`src/rtl/serial_adder_if.sv`:
```
// serial_adder_if
// Handshake and data bundle for the bit-serial adder.
//   master : drives start/a/b/cin, observes busy/done/sum/cout
//   slave  : the adder itself
//   start  request to add (sampled by the adder only when idle)
//   a, b   WIDTH-bit operands, cin carry-in (captured on accepted start)
//   busy   high while bits are being processed
//   done   one-cycle completion pulse
//   sum    WIDTH-bit registered result, cout registered carry-out
// Optional macro SERIAL_ADDER_OVF_EN adds ovf (signed overflow flag).
interface serial_adder_if #(parameter int WIDTH = 8);
   logic             start;
   logic [WIDTH-1:0] a;
   logic [WIDTH-1:0] b;
   logic             cin;
   logic             busy;
   logic             done;
   logic [WIDTH-1:0] sum;
   logic             cout;
`ifdef SERIAL_ADDER_OVF_EN
   logic             ovf;

   modport master (output start, a, b, cin, input busy, done, sum, cout, ovf);
   modport slave  (input start, a, b, cin, output busy, done, sum, cout, ovf);
`else
   modport master (output start, a, b, cin, input busy, done, sum, cout);
   modport slave  (input start, a, b, cin, output busy, done, sum, cout);
`endif
endinterface

```
`src/rtl/serial_adder.sv`:
```
// serial_adder
// Bit-serial WIDTH-bit adder with start/busy/done handshake. One bit of the
// result is produced per clock by a full-adder cell (two half_adder
// instances plus an or_gate); the carry is held in a flop between bits.
// Ports:
//   clk   rising-edge clock
//   rst   asynchronous active-high reset
//   bus   serial_adder_if.slave (start, a, b, cin -> busy, done, sum, cout)
// Parameter WIDTH: operand/result width, legal range 2..32.
// Optional macro SERIAL_ADDER_OVF_EN: adds registered signed-overflow flag
// bus.ovf (carry into MSB xor carry out of MSB), held like sum/cout.
// Latency: start accepted at edge k -> busy for WIDTH cycles, done pulses in
// the cycle after edge k+WIDTH, with sum/cout valid from that cycle on.

// half_adder: single-bit sum and carry of two inputs
module half_adder (
   input  logic a,
   input  logic b,
   output logic s,
   output logic c
);
   assign s = a ^ b;
   assign c = a & b;
endmodule

// or_gate: two-input OR used to merge the half-adder carries
module or_gate (
   input  logic a,
   input  logic b,
   output logic y
);
   assign y = a | b;
endmodule

module serial_adder #(
   parameter int WIDTH = 8
) (
   input  logic          clk,
   input  logic          rst,
   serial_adder_if.slave bus
);
   localparam int CW = (WIDTH > 2) ? $clog2(WIDTH) : 1;
   localparam logic [CW-1:0] LAST = CW'(WIDTH - 1);

   typedef enum logic [1:0] {
      IDLE = 2'd0,
      RUN  = 2'd1,
      DONE = 2'd2
   } state_t;

   state_t           state_r;
   logic [WIDTH-1:0] ra_r;
   logic [WIDTH-1:0] rb_r;
   logic [WIDTH-1:0] res_r;
   logic             carry_r;
   logic [CW-1:0]    count_r;
   logic             busy_r;
   logic             done_r;
   logic [WIDTH-1:0] sum_r;
   logic             cout_r;
`ifdef SERIAL_ADDER_OVF_EN
   logic             ovf_r;
`endif

   // full-adder cell signals
   logic ha0_s_s;
   logic ha0_c_s;
   logic ha1_c_s;
   logic bit_s;
   logic carry_s;

   half_adder u_ha0 (
      .a (ra_r[0]),
      .b (rb_r[0]),
      .s (ha0_s_s),
      .c (ha0_c_s)
   );

   half_adder u_ha1 (
      .a (ha0_s_s),
      .b (carry_r),
      .s (bit_s),
      .c (ha1_c_s)
   );

   // carry-out of the cell is the majority of ra[0], rb[0], carry
   or_gate u_or (
      .a (ha0_c_s),
      .b (ha1_c_s),
      .y (carry_s)
   );

   // control FSM, datapath shift registers and registered outputs
   always_ff @(posedge clk or posedge rst) begin
      if (rst) begin
         state_r <= IDLE;
         ra_r    <= '0;
         rb_r    <= '0;
         res_r   <= '0;
         carry_r <= 1'b0;
         count_r <= '0;
         busy_r  <= 1'b0;
         done_r  <= 1'b0;
         sum_r   <= '0;
         cout_r  <= 1'b0;
`ifdef SERIAL_ADDER_OVF_EN
         ovf_r   <= 1'b0;
`endif
      end else begin
         case (state_r)
            IDLE: begin
               done_r <= 1'b0;
               if (bus.start) begin
                  ra_r    <= bus.a;
                  rb_r    <= bus.b;
                  carry_r <= bus.cin;
                  count_r <= '0;
                  busy_r  <= 1'b1;
                  state_r <= RUN;
               end else begin
                  busy_r  <= 1'b0;
               end
            end
            RUN: begin
               // operands drain LSB-first; result bits enter at the MSB so
               // after WIDTH shifts bit 0 has landed in position 0
               ra_r    <= {1'b0, ra_r[WIDTH-1:1]};
               rb_r    <= {1'b0, rb_r[WIDTH-1:1]};
               res_r   <= {bit_s, res_r[WIDTH-1:1]};
               carry_r <= carry_s;
               count_r <= count_r + CW'(1);
               if (count_r == LAST) begin
                  sum_r   <= {bit_s, res_r[WIDTH-1:1]};
                  cout_r  <= carry_s;
`ifdef SERIAL_ADDER_OVF_EN
                  // carry_r is the carry into the MSB during the last bit
                  ovf_r   <= carry_r ^ carry_s;
`endif
                  busy_r  <= 1'b0;
                  done_r  <= 1'b1;
                  state_r <= DONE;
               end else begin
                  busy_r  <= 1'b1;
               end
            end
            DONE: begin
               done_r  <= 1'b0;
               busy_r  <= 1'b0;
               state_r <= IDLE;
            end
            default: begin
               done_r  <= 1'b0;
               busy_r  <= 1'b0;
               state_r <= IDLE;
            end
         endcase
      end
   end

   assign bus.busy = busy_r;
   assign bus.done = done_r;
   assign bus.sum  = sum_r;
   assign bus.cout = cout_r;
`ifdef SERIAL_ADDER_OVF_EN
   assign bus.ovf  = ovf_r;
`endif

endmodule
```
`src/flat_wrapper.sv`:
```
// flat-port wrapper written by rule: the top's interface ports become plain ports
module serial_adder_flat 
#(
   parameter int WIDTH = 8
)
  (clk, rst, bus_start, bus_a, bus_b, bus_cin, bus_busy, bus_done, bus_sum, bus_cout);
  serial_adder_if #(.WIDTH(WIDTH)) bus_i ();
  input  logic clk;
  input  logic rst;
  input wire logic [$bits(bus_i.start)-1:0] bus_start;
  input wire logic [$bits(bus_i.a)-1:0] bus_a;
  input wire logic [$bits(bus_i.b)-1:0] bus_b;
  input wire logic [$bits(bus_i.cin)-1:0] bus_cin;
  output wire logic [$bits(bus_i.busy)-1:0] bus_busy;
  output wire logic [$bits(bus_i.done)-1:0] bus_done;
  output wire logic [$bits(bus_i.sum)-1:0] bus_sum;
  output wire logic [$bits(bus_i.cout)-1:0] bus_cout;
  assign bus_i.start = bus_start;
  assign bus_i.a = bus_a;
  assign bus_i.b = bus_b;
  assign bus_i.cin = bus_cin;
  assign bus_busy = bus_i.busy;
  assign bus_done = bus_i.done;
  assign bus_sum = bus_i.sum;
  assign bus_cout = bus_i.cout;
  serial_adder #(.WIDTH(WIDTH)) u_core (.clk(clk), .rst(rst), .bus(bus_i));
endmodule
```
`config.mk`:
```
export PLATFORM = sky130hd
export DESIGN_NAME = serial_adder_flat
export DESIGN_NICKNAME = d
export VERILOG_FILES = /design/src/rtl/serial_adder_if.sv /design/src/rtl/serial_adder.sv /design/src/flat_wrapper.sv
export SDC_FILE = /design/constraint.sdc
export NUM_CORES = 1
export LEC_CHECK = 0
export CORE_UTILIZATION = 51
export CTS_CLUSTER_SIZE = 30
export DETAILED_ROUTE_END_ITERATION = 16
export PLACE_DENSITY = 0.86
export REMOVE_ABC_BUFFERS = 1
export SLEW_MARGIN = 15
export SYNTH_ARGS = -nofsm -noshare
export SYNTH_HDL_FRONTEND = slang
export SYNTH_SLANG_ARGS = --single-unit
```
`constraint.sdc`:
```
create_clock -name clk -period 1.5 [get_ports clk]
set_input_delay 0.225 -clock clk [delete_from_list [all_inputs] [get_ports clk]]
set_output_delay 0.225 -clock clk [all_outputs]
set_load 0.1 [all_outputs]
```
== Word-level counts from Yosys, hierarchy flattened ==
Index checks and enable logic that the tools add are counted.

* Register bits: 41
* Bits of input ports: 20
* Output and inout bits: 11
* Logic and storage cells: 41

* $add $sub $neg: 1
* Equality and inequality tests: 4
* Mux-type cells: 16
* Bitwise operators: 5
* Reductions and logical operators: 5

{| class="wikitable"
|+ Operators by type and width
! cell !! count
|-
| $pmux 8 s2 || 2
|-
| $mux 8 || 2
|-
| $pmux 3 s2 || 1
|-
| $reduce_and 2->1 || 3
|-
| $mux 1 || 5
|-
| $mux 2 || 2
|-
| $pmux 1 s2 || 2
|-
| $pmux 2 s2 || 1
|-
| $add 3x1->3 const B || 1
|-
| $eq 3x3->1 const B || 1
|-
| $mux 3 || 1
|-
| $and 1x1->1 || 2
|-
| $eq 2x1->1 const B || 1
|-
| $logic_not 2->1 || 1
|-
| $ne 2x1->1 const B || 1
|-
| $ne 2x2->1 const B || 1
|-
| $reduce_bool 2->1 || 1
|-
| $xor 1x1->1 || 2
|-
| $or 1x1->1 || 1
|}

== Logic depth before layout (Yosys ltp) ==
Gate-level depths: netlist (run 1).

* Word-level depth: 4
* Gate-level depth with buffers: 5
* Mapped depth without buffers: 4

== Modules after synthesis ==
A second synthesis (run 1) with hierarchy kept.

* Cell total of the unflattened synthesis: 158
* Area total of the unflattened synthesis: 1764.2 um^2

{| class="wikitable"
|+ Modules (own cells, without submodules)
! module !! times used !! cells an instance !! area an instance (um^2) !! sequential area each (um^2)
|-
| serial_adder || 1 || 155 || 1732.9 || 1001.0
|-
| half_adder || 2 || 1 || 12.5 || 0.0
|-
| or_gate || 1 || 1 || 6.3 || 0.0
|}

== Worst setup path after synthesis (run 1) ==
Ideal clock, no wire load.

* Path kind: reg-to-reg
* Start point: register u_core.count_r[0]
* End point: register u_core.cout_r (netlist: u_core.bus.cout)
* Setup time: 0.125 ns
* Arrival: 1.260 ns
* Required time: 1.375 ns
* Setup slack: 0.115 ns
* Stages on the path, launching flop included: 5
* Path buffers: 0
* Clock period less this slack: 1.385 ns
* Cells stage by stage: dfrtp_1 -> ha_1 -> ha_1 -> nand2_8 -> mux2_4

* Word-level cells in the longest chain between the ends: 2

{| class="wikitable"
|+ RTL lines
! what !! RTL line !! RTL
|-
| start, declared || serial_adder.sv:56 || <nowiki>logic [CW-1:0] count_r;</nowiki>
|-
| start signal, assigned || serial_adder.sv:131 || <nowiki>count_r <= count_r + CW'(1);</nowiki>
|-
| $eq 3x3->1 || serial_adder.sv:132 || <nowiki>if (count_r == LAST) begin</nowiki>
|-
| $reduce_and 2->1 (no source line) || -- ||
|-
| end signal, assigned || serial_adder.sv:134 || <nowiki>cout_r <= carry_s;</nowiki>
|-
| end, declared || serial_adder.sv:60 || <nowiki>logic cout_r;</nowiki>
|}

No other way between the ends.
A chain may end at the register's enable or synchronous reset.

== Final worst setup path (run 1) ==
* Start point: register u_core.count_r[0]
* End point: register u_core.sum_r[5] (netlist: u_core.bus.sum[5])

* Word-level cells in the longest chain between the ends: 2

{| class="wikitable"
|+ RTL lines
! what !! RTL line !! RTL
|-
| $eq 3x3->1 || serial_adder.sv:132 ||
|-
| $reduce_and 2->1 (no source line) || -- ||
|-
| end signal, assigned || serial_adder.sv:133 || <nowiki>sum_r <= {bit_s, res_r[WIDTH-1:1]};</nowiki>
|-
| end, declared || serial_adder.sv:59 || <nowiki>logic [WIDTH-1:0] sum_r;</nowiki>
|}

No other way between the ends.

==> results by group, run 1 <==
Synth
  • Mapped Area: 1750 sq um
  • Seq/Total Area, Yosys: roughly 57%
  • Top cells by area, synth: dfrtp_1 57%, o22ai_1 7.9%, mux2_4 7.7%
  • Cell variety after synth: 28
  • Synthesis Warnings: 0
  • Synth Register Bits: 40
  • Mapped Cells: 153
  • Synth area leader: dfrtp_1
  • Avg Inst Size Synth: 11.4 sq um
  • Post-synth top area share: between 50% and 60%

STA
  • Final Slew Violations: 0
  • Final worst slack: 0.103 ns
  • Hold violation count in the final report: 0
  • Setup violators final: 0
  • Worst-Margin Slew: 0.503 ns
  • Unrepaired setup endpoints after global routing: false
  • Setup Skew: 0.00166 ns
  • Rel. slew slack: 66.5%
  • Min Tclk post-route: 1.40 ns
  • Fmax: 716 MHz
  • Tcrit/Tclk final: 93.2%

CTS
  • Cts bufs inserted: 5
  • Root buf cell: clkbuf_4
  • CTS H-tree depth: 2
  • Clk_lat worst skew: 0.35 ns
  • CTS tree: built
  • Gates resized, CTS repair: 0
  • CTS sink cnt: 40
  • Post-CTS setup buffer count: 0
  • Max clock buf depth: 2
  • CTS Hold Bufs: 0
  • Clk pin slew, worst setup/hold paths: 0.11 ns

Floorplan
  • Starting Density: 55.5%
  • Area of the die: 3670 sq um
  • Die Y-Extent: 60.6 um
  • Die Wd: 60.6 um
  • Top Ports: 31
  • Core area: 3150 sq um
  • Row count: 20

Worst setup path
  • Crit path kind: reg -> reg
  • Max incr delay on CP: 0.41 ns
  • Startpoint types: flop
  • Crit path max fanout: 10
  • Worst EP arrival: approximately 1.6 ns
  • Worst Path Buf+Inv: 0
  • Slowest-stage cell, CP: dfrtp_1
  • Crit. End Element: flop
  • Worst path cell trace: ha_1 -> ha_2 -> nand2_8 -> mux2_4
  • Required time worst endpoint: 1.74 ns
  • Top Family by Delay on Critical Path: adder cells

Run status
  • Outcome: finished, final reports clean

Place
  • HPWL after DPL: around 2.6 mm
  • Worst slack, placed: -0.0626 ns
  • RD Place Congestion: 0.923
  • Input/output buffers: 30

Final layout
  • Most frequent cells in the layout: 40 x dfrtp_1, 24 x nand2_1, 22 x o22ai_1
  • Area Overhead vs Synth: 30.2%
  • Final #Nets: 211
  • Layout fillers: 240
  • Most common cell after layout, fill and taps aside: dfrtp_1
  • Ant. Diodes: 0
  • Share of cells above drive strength 1: about a fifth

Detailed routing
  • Via count: 1325
  • Residual DRC count: 0
  • Starting DRC count in detailed routing: 47
  • Number of routed nets with antenna violations: 0
  • Drt total wl: 3.59 mm
  • Vias per inst: 5.71
  • DR pass1 iterations: 4
  • Per-cell routed wire length: 15.5 um

Global route
  • First-pass GRT wire length: around 6 mm
  • All-Layer GR Usage: a little under a quarter
  • Largest net degree at the start of global routing: 41
  • Initial antenna violation count: 0
  • Global-route congestion overflow total: 0
  • Vias in the first global route: ~1400

Power
  • PD cells: approximately 2500 nW/um^2
  • Peak VDD IR: between 1 and 1.5 mV
  • Final Power: ~5.6 mW
  • Leakage: around 1.0 nW

Job
  • Max_cap viols: 0

Worst hold path
  • Hold Crit Class: in -> async
-- worst register-to-register path, stage by stage (launching register included) --
cell	delay, ns
dfrtp_1	0.41
ha_1	0.21
ha_2	0.23
nand2_8	0.14
mux2_4	0.31
-- synth_stat cells, drive strengths merged --
cell type / count
dfrtp: 40
nand2: 25
o22ai: 22
a21oi: 14
mux2: 9
buf: 7
inv: 6
nor2: 5
clkbuf: 3
o21ai: 3
a22o: 2
ha: 2
nand2b: 2
nand3b: 2
nor2b: 2
o221a: 2
a221oi: 1
fa: 1
nor3: 1
nor3b: 1
o21bai: 1
o22a: 1
o31ai: 1
-- metrics by stage --
step	utilization (%)	cell area, sq um	hold WS (ns)	setup TNS (ns)	std cells
after floorplan	-	1690	0.364	0	143
after global placement	70.6	2230	0.458	0	225
after detailed placement	70.6	2230	0.467	-0.567	225
after CTS	72.1	2270	0.241	0	232
after global routing	72.2	2280	0.239	0	232
final	72.2	2280	0.242	0	232
-- worst paths after layout --
| kind | slack, ns | from | cells past startpoint | endpoint |
|---|---|---|---|---|
| worst max-delay path | 0.10 | u_core.count_r[0] | 4 | u_core.bus.sum[5] |
| worst min-delay path | 0.24 | rst | 3 | u_core.res_r[2] |
| worst max register to register | 0.10 | u_core.count_r[0] | 4 | u_core.bus.sum[5] |
| worst min register to register | 0.50 | u_core.count_r[0] | 1 | u_core.count_r[0] |
| max in group asynchronous | 1.08 | rst | 3 | u_core.ra_r[3] |
| min in group clk | 0.44 | bus_a[7] | 3 | u_core.ra_r[7] |
-- cell type report --
| class | instances | area (sq um) | area share (%) |
|---|---|---|---|
| Clock inverter | 1 | 5.00 | 0.220 |
| Tap cell | 44 | 55.1 | 2.42 |
| Clock buffer | 6 | 41.3 | 1.81 |
| Inverter | 6 | 22.5 | 0.989 |
| Multi-Input combinational cell | 97 | 669 | 29.4 |
| Timing Repair Buffer | 38 | 483 | 21.2 |
| Sequential cell | 40 | 1000 | 44.0 |
-- logic make-up (layout without fill, tap and decap cells) --
family                     count (synthesis)  count (layout)  share of synthesized area, %
AOI/OAI and AO/OA                         47              47                          16.9
adders and majority gates                  3               3                          2.57
buffers and inverters                     16              51                          4.79
DFF                                       40              40                          57.2
muxes                                      9               9                          7.73
and+or+nand+nor                           38              38                          10.8
-- routing by layer --
metal	track usage, %	routed length, um
met4	8.12	39
met2	39.6	1890
met3	6.40	162
met5	0	0
met1	26.4	1500
-- flip-flops by register name, indices dropped and copies added, names as in the netlist --
register	flops
u_core.count_r	3
u_core.ra_r	8
u_core.state_r	2
u_core.bus.sum	8
u_core.rb_r	8
u_core.carry_r	1
u_core.bus.done	1
u_core.bus.cout	1
u_core.bus.busy	1
u_core.res_r	7
-- power breakdown --
| part | switching [mW] | internal, mW |
|---|---|---|
| sequential | 0.423 | 1.58 |
| clock | 0.335 | 0.173 |
| combinational | 1.81 | 1.29 |
| total | 2.56 | 3.04 |
Note: power is estimated with default switching activity, not from simulation.
==> run 2, diff against run 1 <==
--- a/config.mk
+++ b/config.mk
@@ -10,7 +10,7 @@
 export DETAILED_ROUTE_END_ITERATION = 16
 export PLACE_DENSITY = 0.86
 export REMOVE_ABC_BUFFERS = 1
-export SLEW_MARGIN = 15
+export SLEW_MARGIN = 40
 export SYNTH_ARGS = -nofsm -noshare
 export SYNTH_HDL_FRONTEND = slang
 export SYNTH_SLANG_ARGS = --single-unit
==> results of run 2 <==
No change in the layout: final DEF, timing and power equal those of run 1.
==> run 3, diff against run 2 <==
--- a/config.mk
+++ b/config.mk
@@ -5,6 +5,7 @@
 export SDC_FILE = /design/constraint.sdc
 export NUM_CORES = 1
 export LEC_CHECK = 0
+export ABC_CLOCK_PERIOD_IN_PS = 1500
 export CORE_UTILIZATION = 51
 export CTS_CLUSTER_SIZE = 30
 export DETAILED_ROUTE_END_ITERATION = 16
==> results of run 3 <==
No change in the layout: final DEF, timing and power equal those of run 1.
